### src/rtl/card_pkg.sv
// Shared constants and bundle types for the card board scanner.
// Geometry, reserved card types and colour constants.
package card_pkg;

  localparam int CARD_W  = 32;
  localparam int CARD_H  = 46;
  localparam int PITCH_X = CARD_W + 2;
  localparam int PITCH_Y = CARD_H + 2;

  localparam logic [5:0] CARD_EMPTY = 6'd63;
  localparam logic [5:0] CARD_BACK  = 6'd54;

  localparam logic [11:0] RGB_BG    = 12'h264;
  localparam logic [11:0] RGB_SEL   = 12'hFF0;
  localparam logic [11:0] RGB_BLANK = 12'h000;

  // Per-pixel sideband that travels alongside the ROM lookup
  typedef struct packed {
    logic valid;
    logic in_board;
    logic ring;
    logic selected;
    logic card;
  } side_t;

endpackage

### src/rtl/card_board_scanner_if.sv
// Address/data bus between the scanner and the Mem_pixel card ROM.
// master: drives pixel_x/pixel_y/card_type, receives card_pixel.
interface card_board_scanner_if;

  logic [5:0]  pixel_x;
  logic [5:0]  pixel_y;
  logic [5:0]  card_type;
  logic [11:0] card_pixel;

  modport master (
    output pixel_x, pixel_y, card_type,
    input  card_pixel
  );

  modport slave (
    input  pixel_x, pixel_y, card_type,
    output card_pixel
  );

endinterface

### src/rtl/slot_table.sv
// Double-buffered slot -> card type table with blanking-time commit.
// Ports: shadow write (wr_*_i), commit request, copy strobe, read port.
module slot_table
  import card_pkg::*;
#(
  parameter int N = 54
) (
  input  logic       clk,
  input  logic       rst_n,
  input  logic       wr_en_i,
  input  logic [5:0] wr_slot_i,
  input  logic [5:0] wr_type_i,
  input  logic       wr_commit_i,
  input  logic       copy_i,
  input  logic [5:0] rd_slot_i,
  output logic [5:0] rd_type_o,
  output logic       pending_o
);

  logic [5:0] shadow_q [N];
  logic [5:0] active_q [N];
  logic       pending_q;
  logic       pending_d;
  logic       copy_go;
  logic       wr_ok;

  assign wr_ok = wr_en_i && (int'(wr_slot_i) < N);

  // A commit arriving in the copy cycle itself is honoured at once
  assign copy_go = copy_i && (pending_q || wr_commit_i);

  always_comb begin
    pending_d = pending_q;
    if (copy_go)
      pending_d = 1'b0;
    else if (wr_commit_i)
      pending_d = 1'b1;
  end

  // Copy reads shadow_q before this cycle's write lands
  always_ff @(posedge clk or negedge rst_n) begin
    if (!rst_n) begin
      for (int i = 0; i < N; i++) begin
        shadow_q[i] <= CARD_EMPTY;
        active_q[i] <= CARD_EMPTY;
      end
      pending_q <= 1'b0;
    end else begin
      if (copy_go)
        active_q <= shadow_q;
      if (wr_ok)
        shadow_q[wr_slot_i] <= wr_type_i;
      pending_q <= pending_d;
    end
  end

  assign rd_type_o = (int'(rd_slot_i) < N)
                   ? active_q[rd_slot_i]
                   : CARD_EMPTY;
  assign pending_o = pending_q;

endmodule

### src/rtl/card_board_scanner.sv
// VGA position -> board slot/card coordinate, ROM addressing, RGB compose.
// Ports: pixel clock/reset, VGA counters, table writes, selection, ROM bus, rgb.
module card_board_scanner
  import card_pkg::*;
#(
  parameter int          ORG_X   = 14,
  parameter int          ORG_Y   = 300,
  parameter int          COLS    = 18,
  parameter int          ROWS    = 3,
  parameter logic [11:0] BG      = RGB_BG,
  parameter logic [11:0] SEL_RGB = RGB_SEL
) (
  input  logic        clk_25MHz,
  input  logic        rst_n,
  input  logic [9:0]  h_cnt,
  input  logic [9:0]  v_cnt,
  input  logic        valid,
  input  logic        wr_en,
  input  logic [5:0]  wr_slot,
  input  logic [5:0]  wr_type,
  input  logic        wr_commit,
  input  logic        sel_en,
  input  logic [5:0]  sel_slot,
  card_board_scanner_if.master mem,
  output logic [11:0] vga_rgb,
  output logic        commit_pending
);

  localparam int N = COLS * ROWS;

  logic [5:0] ox_q, ox_d, col_q, col_d;
  logic [5:0] oy_q, oy_d, row_q, row_d;
  logic       hb_q, hb_d, vb_q, vb_d;

  logic       in_board, ring;
  logic [5:0] slot;
  logic [5:0] rd_type;
  side_t      s1_d, s1_q, s2_q;
  logic [5:0] px_d, px_q, py_d, py_q;
  logic [5:0] type_d, type_q, type2_q;
  logic [11:0] rgb_d, rgb_q;

  // Horizontal position; the _d values are also this cycle's position
  always_comb begin
    ox_d  = ox_q;
    col_d = col_q;
    hb_d  = hb_q;
    if (h_cnt == 10'(ORG_X)) begin
      ox_d  = '0;
      col_d = '0;
      hb_d  = 1'b1;
    end else if (hb_q) begin
      if (ox_q == 6'(PITCH_X - 1)) begin
        ox_d  = '0;
        col_d = col_q + 6'd1;
      end else begin
        ox_d  = ox_q + 6'd1;
      end
      if (col_d == 6'(COLS))
        hb_d = 1'b0;
    end
  end

  // Vertical position advances once per line, at h_cnt == 0
  always_comb begin
    oy_d  = oy_q;
    row_d = row_q;
    vb_d  = vb_q;
    if (h_cnt == '0) begin
      if (v_cnt == 10'(ORG_Y)) begin
        oy_d  = '0;
        row_d = '0;
        vb_d  = 1'b1;
      end else if (vb_q) begin
        if (oy_q == 6'(PITCH_Y - 1)) begin
          oy_d  = '0;
          row_d = row_q + 6'd1;
        end else begin
          oy_d  = oy_q + 6'd1;
        end
        if (row_d == 6'(ROWS))
          vb_d = 1'b0;
      end
    end
  end

  always_ff @(posedge clk_25MHz or negedge rst_n) begin
    if (!rst_n) begin
      ox_q  <= '0;
      col_q <= '0;
      hb_q  <= 1'b0;
      oy_q  <= '0;
      row_q <= '0;
      vb_q  <= 1'b0;
    end else begin
      ox_q  <= ox_d;
      col_q <= col_d;
      hb_q  <= hb_d;
      oy_q  <= oy_d;
      row_q <= row_d;
      vb_q  <= vb_d;
    end
  end

  slot_table #(.N(N)) u_table (
    .clk         (clk_25MHz),
    .rst_n       (rst_n),
    .wr_en_i     (wr_en),
    .wr_slot_i   (wr_slot),
    .wr_type_i   (wr_type),
    .wr_commit_i (wr_commit),
    .copy_i      ((h_cnt == '0) && (v_cnt == 10'd480)),
    .rd_slot_i   (slot),
    .rd_type_o   (rd_type),
    .pending_o   (commit_pending)
  );

  always_comb begin
    in_board = hb_d && vb_d;
    ring = (ox_d == '0) || (ox_d == 6'(PITCH_X - 1))
        || (oy_d == '0) || (oy_d == 6'(PITCH_Y - 1));
    slot = 6'(int'(row_d) * COLS + int'(col_d));
    s1_d.valid    = valid;
    s1_d.in_board = in_board;
    s1_d.ring     = ring;
    s1_d.selected = sel_en && (slot == sel_slot);
    s1_d.card     = in_board && !ring;
    px_d   = s1_d.card ? ox_d - 6'd1 : '0;
    py_d   = s1_d.card ? oy_d - 6'd1 : '0;
    type_d = in_board ? rd_type : CARD_EMPTY;
  end

  // Stage 1 drives the ROM; stage 2 sideband lines up with card_pixel
  always_ff @(posedge clk_25MHz or negedge rst_n) begin
    if (!rst_n) begin
      px_q    <= '0;
      py_q    <= '0;
      type_q  <= CARD_EMPTY;
      s1_q    <= '0;
      s2_q    <= '0;
      type2_q <= CARD_EMPTY;
      rgb_q   <= RGB_BLANK;
    end else begin
      px_q    <= px_d;
      py_q    <= py_d;
      type_q  <= type_d;
      s1_q    <= s1_d;
      s2_q    <= s1_q;
      type2_q <= type_q;
      rgb_q   <= rgb_d;
    end
  end

  always_comb begin
    rgb_d = mem.card_pixel;
    if (!s2_q.valid)
      rgb_d = RGB_BLANK;
    else if (!s2_q.in_board)
      rgb_d = BG;
    else if (s2_q.ring && s2_q.selected)
      rgb_d = SEL_RGB;
    else if (!s2_q.card)
      rgb_d = BG;
    else if (type2_q == CARD_EMPTY)
      rgb_d = BG;
  end

  assign mem.pixel_x   = px_q;
  assign mem.pixel_y   = py_q;
  assign mem.card_type = type_q;
  assign vga_rgb       = rgb_q;

endmodule

### src/flat_wrapper.sv
// flat-port wrapper written by rule: the top's interface ports become plain ports
module card_board_scanner_flat import card_pkg::*;
#(
  parameter int          ORG_X   = 14,
  parameter int          ORG_Y   = 300,
  parameter int          COLS    = 18,
  parameter int          ROWS    = 3,
  parameter logic [11:0] BG      = RGB_BG,
  parameter logic [11:0] SEL_RGB = RGB_SEL
)
  (clk_25MHz, rst_n, h_cnt, v_cnt, valid, wr_en, wr_slot, wr_type, wr_commit, sel_en, sel_slot, vga_rgb, commit_pending, mem_pixel_x, mem_pixel_y, mem_card_type, mem_card_pixel);
  card_board_scanner_if mem_i ();
  input  logic clk_25MHz;
  input  logic rst_n;
  input  logic [9:0] h_cnt;
  input  logic [9:0] v_cnt;
  input  logic valid;
  input  logic wr_en;
  input  logic [5:0] wr_slot;
  input  logic [5:0] wr_type;
  input  logic wr_commit;
  input  logic sel_en;
  input  logic [5:0] sel_slot;
  output logic [11:0] vga_rgb;
  output logic commit_pending;
  output wire logic [$bits(mem_i.pixel_x)-1:0] mem_pixel_x;
  output wire logic [$bits(mem_i.pixel_y)-1:0] mem_pixel_y;
  output wire logic [$bits(mem_i.card_type)-1:0] mem_card_type;
  input wire logic [$bits(mem_i.card_pixel)-1:0] mem_card_pixel;
  assign mem_pixel_x = mem_i.pixel_x;
  assign mem_pixel_y = mem_i.pixel_y;
  assign mem_card_type = mem_i.card_type;
  assign mem_i.card_pixel = mem_card_pixel;
  card_board_scanner #(.ORG_X(ORG_X), .ORG_Y(ORG_Y), .COLS(COLS), .ROWS(ROWS), .BG(BG), .SEL_RGB(SEL_RGB)) u_core (.clk_25MHz(clk_25MHz), .rst_n(rst_n), .h_cnt(h_cnt), .v_cnt(v_cnt), .valid(valid), .wr_en(wr_en), .wr_slot(wr_slot), .wr_type(wr_type), .wr_commit(wr_commit), .sel_en(sel_en), .sel_slot(sel_slot), .mem(mem_i), .vga_rgb(vga_rgb), .commit_pending(commit_pending));
endmodule
### config.mk
export PLATFORM = sky130hd
export DESIGN_NAME = card_board_scanner_flat
export DESIGN_NICKNAME = d
export VERILOG_FILES = /design/src/rtl/card_pkg.sv /design/src/rtl/card_board_scanner_if.sv /design/src/rtl/slot_table.sv /design/src/rtl/card_board_scanner.sv /design/src/flat_wrapper.sv
export SDC_FILE = /design/constraint.sdc
export NUM_CORES = 1
export LEC_CHECK = 0
export ABC_AREA = 1
export CAP_MARGIN = 10
export CELL_PAD_IN_SITES_DETAIL_PLACEMENT = 2
export CELL_PAD_IN_SITES_GLOBAL_PLACEMENT = 2
export CORE_MARGIN = 1
export CORE_UTILIZATION = 43
export CTS_BUF_LIST = sky130_fd_sc_hd__clkbuf_4 sky130_fd_sc_hd__clkbuf_8
export CTS_CLUSTER_DIAMETER = 50
export DETAILED_ROUTE_END_ITERATION = 10
export GPL_TIMING_DRIVEN = 0
export MAX_ROUTING_LAYER = met4
export PLACE_DENSITY_LB_ADDON = 0.1
export REMOVE_ABC_BUFFERS = 1
export SYNTH_ARGS = -nofsm -noshare
export SYNTH_HDL_FRONTEND = slang
export SYNTH_SLANG_ARGS = --single-unit
### constraint.sdc
create_clock -name clk_25MHz -period 8.5 [get_ports clk_25MHz]
set_input_delay 2.125 -clock clk_25MHz [delete_from_list [all_inputs] [get_ports clk_25MHz]]
set_output_delay 2.125 -clock clk_25MHz [all_outputs]
set_load 0.01 [all_outputs]
==> metrics.txt <==
CP required 9.18 ns; CP endpoint kind flip-flop; most common library cells after synthesis nand2_1, dfstp_2, o21ai_0; Cells after Synth 3726; number of max-cap violations 0; Port Buffer Count 86; Hold Path Class flip-flop to flip-flop; DR vias between 20000 and 30000; DP HPWL 67.45 mm; crit share post-route 0.8234; Resize count post-CTS 0; Clock Skews 0.02872 ns; path depth of the worst reg2reg path 22; status completed; Finished Cell Area 36950 um2; vias in the first global route 30910; Initial DRC Count 1395; clk_lat worst skew 0.81 ns; total wire length 114.3 mm; CTS Hold Bufs 0; Final Max Tran Viols 0; drt wl/cell roughly 24 um; layout cells sized above 1 0.2648; RSZ-0062 raised after global routing false; vias per inst about 5.6; Clock Tree Buf Depth 3; total grt overflow 0; # setup viols final 0; CTS sink count 721; TritonCTS Buffers 133; Die W 275.5 um; Top FF cell, synth dfstp_2; worst-margin pin slew 1.296 ns; r2r startpoint u_core.ox_q[1]; root buf cell clkbuf_8; postcts setup bufs 0; Area Growth Syn to Fin 14.93%; Initial Util 0.4378; CP Max Fanout 69; I/O pins 87; post-layout min period 6.999 ns; Clock transition at path regs 0.07 ns; #FFs+latches synth 721; Synth Cell Area 32150 um2; die area around 76000 um2; DR DRC count 0; r2r endpoint u_core.mem.card_type[2]; Post-synth EDFFs 0; yosys warns 0; P_leak 16.57 nW; final hold slack about 0.36 ns; Nets 3845; top-count cell post-synth nand2_1; Final Hold Fails 0; DP Area 34240 um2; Routed Antenna Nets 0; Pre-antenna DRT Iters 5; Core Area approximately 73000 um2; GRT Util Overall 0.3181; ranking of synthesized cells by area dfstp_2, nand2_1, o21ai_0; min-delay src u_core.s1_q[0]; die height ~280 um; mean post-synth cell area 8.630 um2; first-pass GRT wire length 179.7 mm; Slew HR 0.1291; H-tree Lvls 4; worst hold stages 0; async set-or-reset flop fraction in the synthesized netlist 1.000; placer congestion estimate 0.8089; hold endpoint u_core.s2_q[0]; Power Density 275.7 nW/um2; count of cell types in the netlist 43; CTS tree done; R2R Setup Slk 3.05 ns; leading area contributor after synthesis dfstp_2; element type at the critical path start input port; fmax 0.1429 GHz; largest net degree at the start of global routing 127; Crit Path Category input port to flip-flop; Worst EP arrival about 7.7 ns; sequential share of the synthesized area 0.5868; initial antenna violation count 1; num rows 99; IR drop worst, VDD 0.0001488 V; top cell type's share of synthesized area 0.5393
worst max-delay path: stages:
cell and delay, ns:
clkdlybuf4s50_1 0.44, nor2_4 0.17, nand3_2 0.12, nor2_2 0.49
inv_2 0.19, nor2_4 0.19, o21ai_0 0.16, o22ai_1 0.43
ha_4 0.78, buf_16 0.37, clkinv_4 0.71, nand3_1 0.32
nand2_1 0.12, nand2_1 0.09, nand2_1 0.16, nand2_1 0.11
nand2_1 0.13, nand2_1 0.10, nand2_1 0.12, nand2_1 0.09
nand3_1 0.11
cell families after synthesis:
| logic type | Yosys count | share of synthesized area |
|---|---|---|
| flip-flops | 721 | 0.5868 |
| buffers and inverters | 558 | 0.06973 |
| XOR/XNOR | 20 | 0.005447 |
| adder cells (fa/ha/maj) | 16 | 0.006226 |
| AO/OA/AOI/OAI | 709 | 0.1134 |
| AND/OR/NAND/NOR | 1702 | 0.2184 |
flip-flops by register name, summed over array words and instances (netlist names), 5 cells and up:
name and flops:
u_core.col_q 6, u_core.mem.card_type 6, u_core.u_table.shadow_q 324, u_core.vga_rgb 12
u_core.mem.pixel_x 6, u_core.row_q 6, u_core.s2_q 5, u_core.mem.pixel_y 6
u_core.oy_q 6, u_core.ox_q 6, u_core.u_table.active_q 324, u_core.type2_q 6
u_core.s1_q 5
metal layers:
| metal | up-vias | track usage | part of all wire |
|---|---|---|---|
| met1 | 14210 | 0.3868 | 0.43 |
| met4 | 0 | 0.1165 | 0.030 |
| met2 | 545 | 0.5430 | 0.51 |
| met3 | 219 | 0.03741 | 0.031 |
| li1 | 11940 | - | - |
| met5 | - | - | 0 |
where the power goes:
| group | switching, mW | internal, mW |
|---|---|---|
| clock | 1.53 | 1.94 |
| combinational | 2.07 | 0.696 |
| sequential | 0.156 | 3.80 |
how the worst max path moves through the flow:
stage / startpoint / endpoint / slack (ns)
global route: h_cnt[9] / u_core.mem.card_type[2] / 1.20
detailed placement: h_cnt[3] / u_core.mem.card_type[1] / 0.75
global placement: h_cnt[9] / u_core.u_table.active_q[75] / -29.02
finish: h_cnt[9] / u_core.mem.card_type[2] / 1.50
floorplan: h_cnt[3] / u_core.u_table.active_q[102] / -14.92
CTS: h_cnt[9] / u_core.mem.card_type[2] / 1.59
cell usage in the layout (no fill, tap or decap), types with 10 or more instances in the layout:
| cell | count |
|---|---|
| clkdlybuf4s50_1 | 85 |
| nand4_1 | 33 |
| dfstp_2 | 660 |
| nor3_1 | 10 |
| dfrtp_1 | 61 |
| nand3_1 | 203 |
| buf_16 | 11 |
| o21ai_0 | 548 |
| buf_6 | 26 |
| nand2_1 | 1335 |
| xor2_1 | 16 |
| clkbuf_4 | 51 |
| o21ai_1 | 86 |
| nand2_2 | 10 |
| buf_8 | 14 |
| inv_1 | 311 |
| nor2_1 | 55 |
| ha_1 | 14 |
| inv_2 | 10 |
| nor2_2 | 16 |
| a21oi_1 | 39 |
| clkbuf_8 | 159 |
| o211ai_1 | 26 |
cell type report:
class | instances | area (um2)
fillers | 7785 | 36500
flip-flops and latches | 721 | 18870
multi-input cells | 2447 | 11150
clock buffers | 209 | 2564
repair buffers | 144 | 1792
inverters | 326 | 1237
well taps | 959 | 1200
clock inverters | 16 | 138.9
diodes | 2 | 5.005
stage by stage:
| step | power [mW] | setup slack, ns | TNS, ns | instances | utilization |
|---|---|---|---|---|---|
| 3_3_place_gp | 6.522 | -29.02 | - | 4539 | 0.4519 |
| 3_5_place_dp | 6.668 | 0.7536 | 0 | 4596 | 0.4661 |
| 5_1_grt | 10.62 | 1.204 | 0 | 4823 | 0.5031 |
| 2_1_floorplan | 5.330 | -14.92 | -4756.15 | 3494 | - |
| 4_1_cts | 10.28 | 1.586 | 0 | 4821 | 0.5029 |
| 6_report | 10.19 | 1.501 | 0 | 4824 | 0.5031 |
Note: power is estimated with default switching activity, not from simulation.
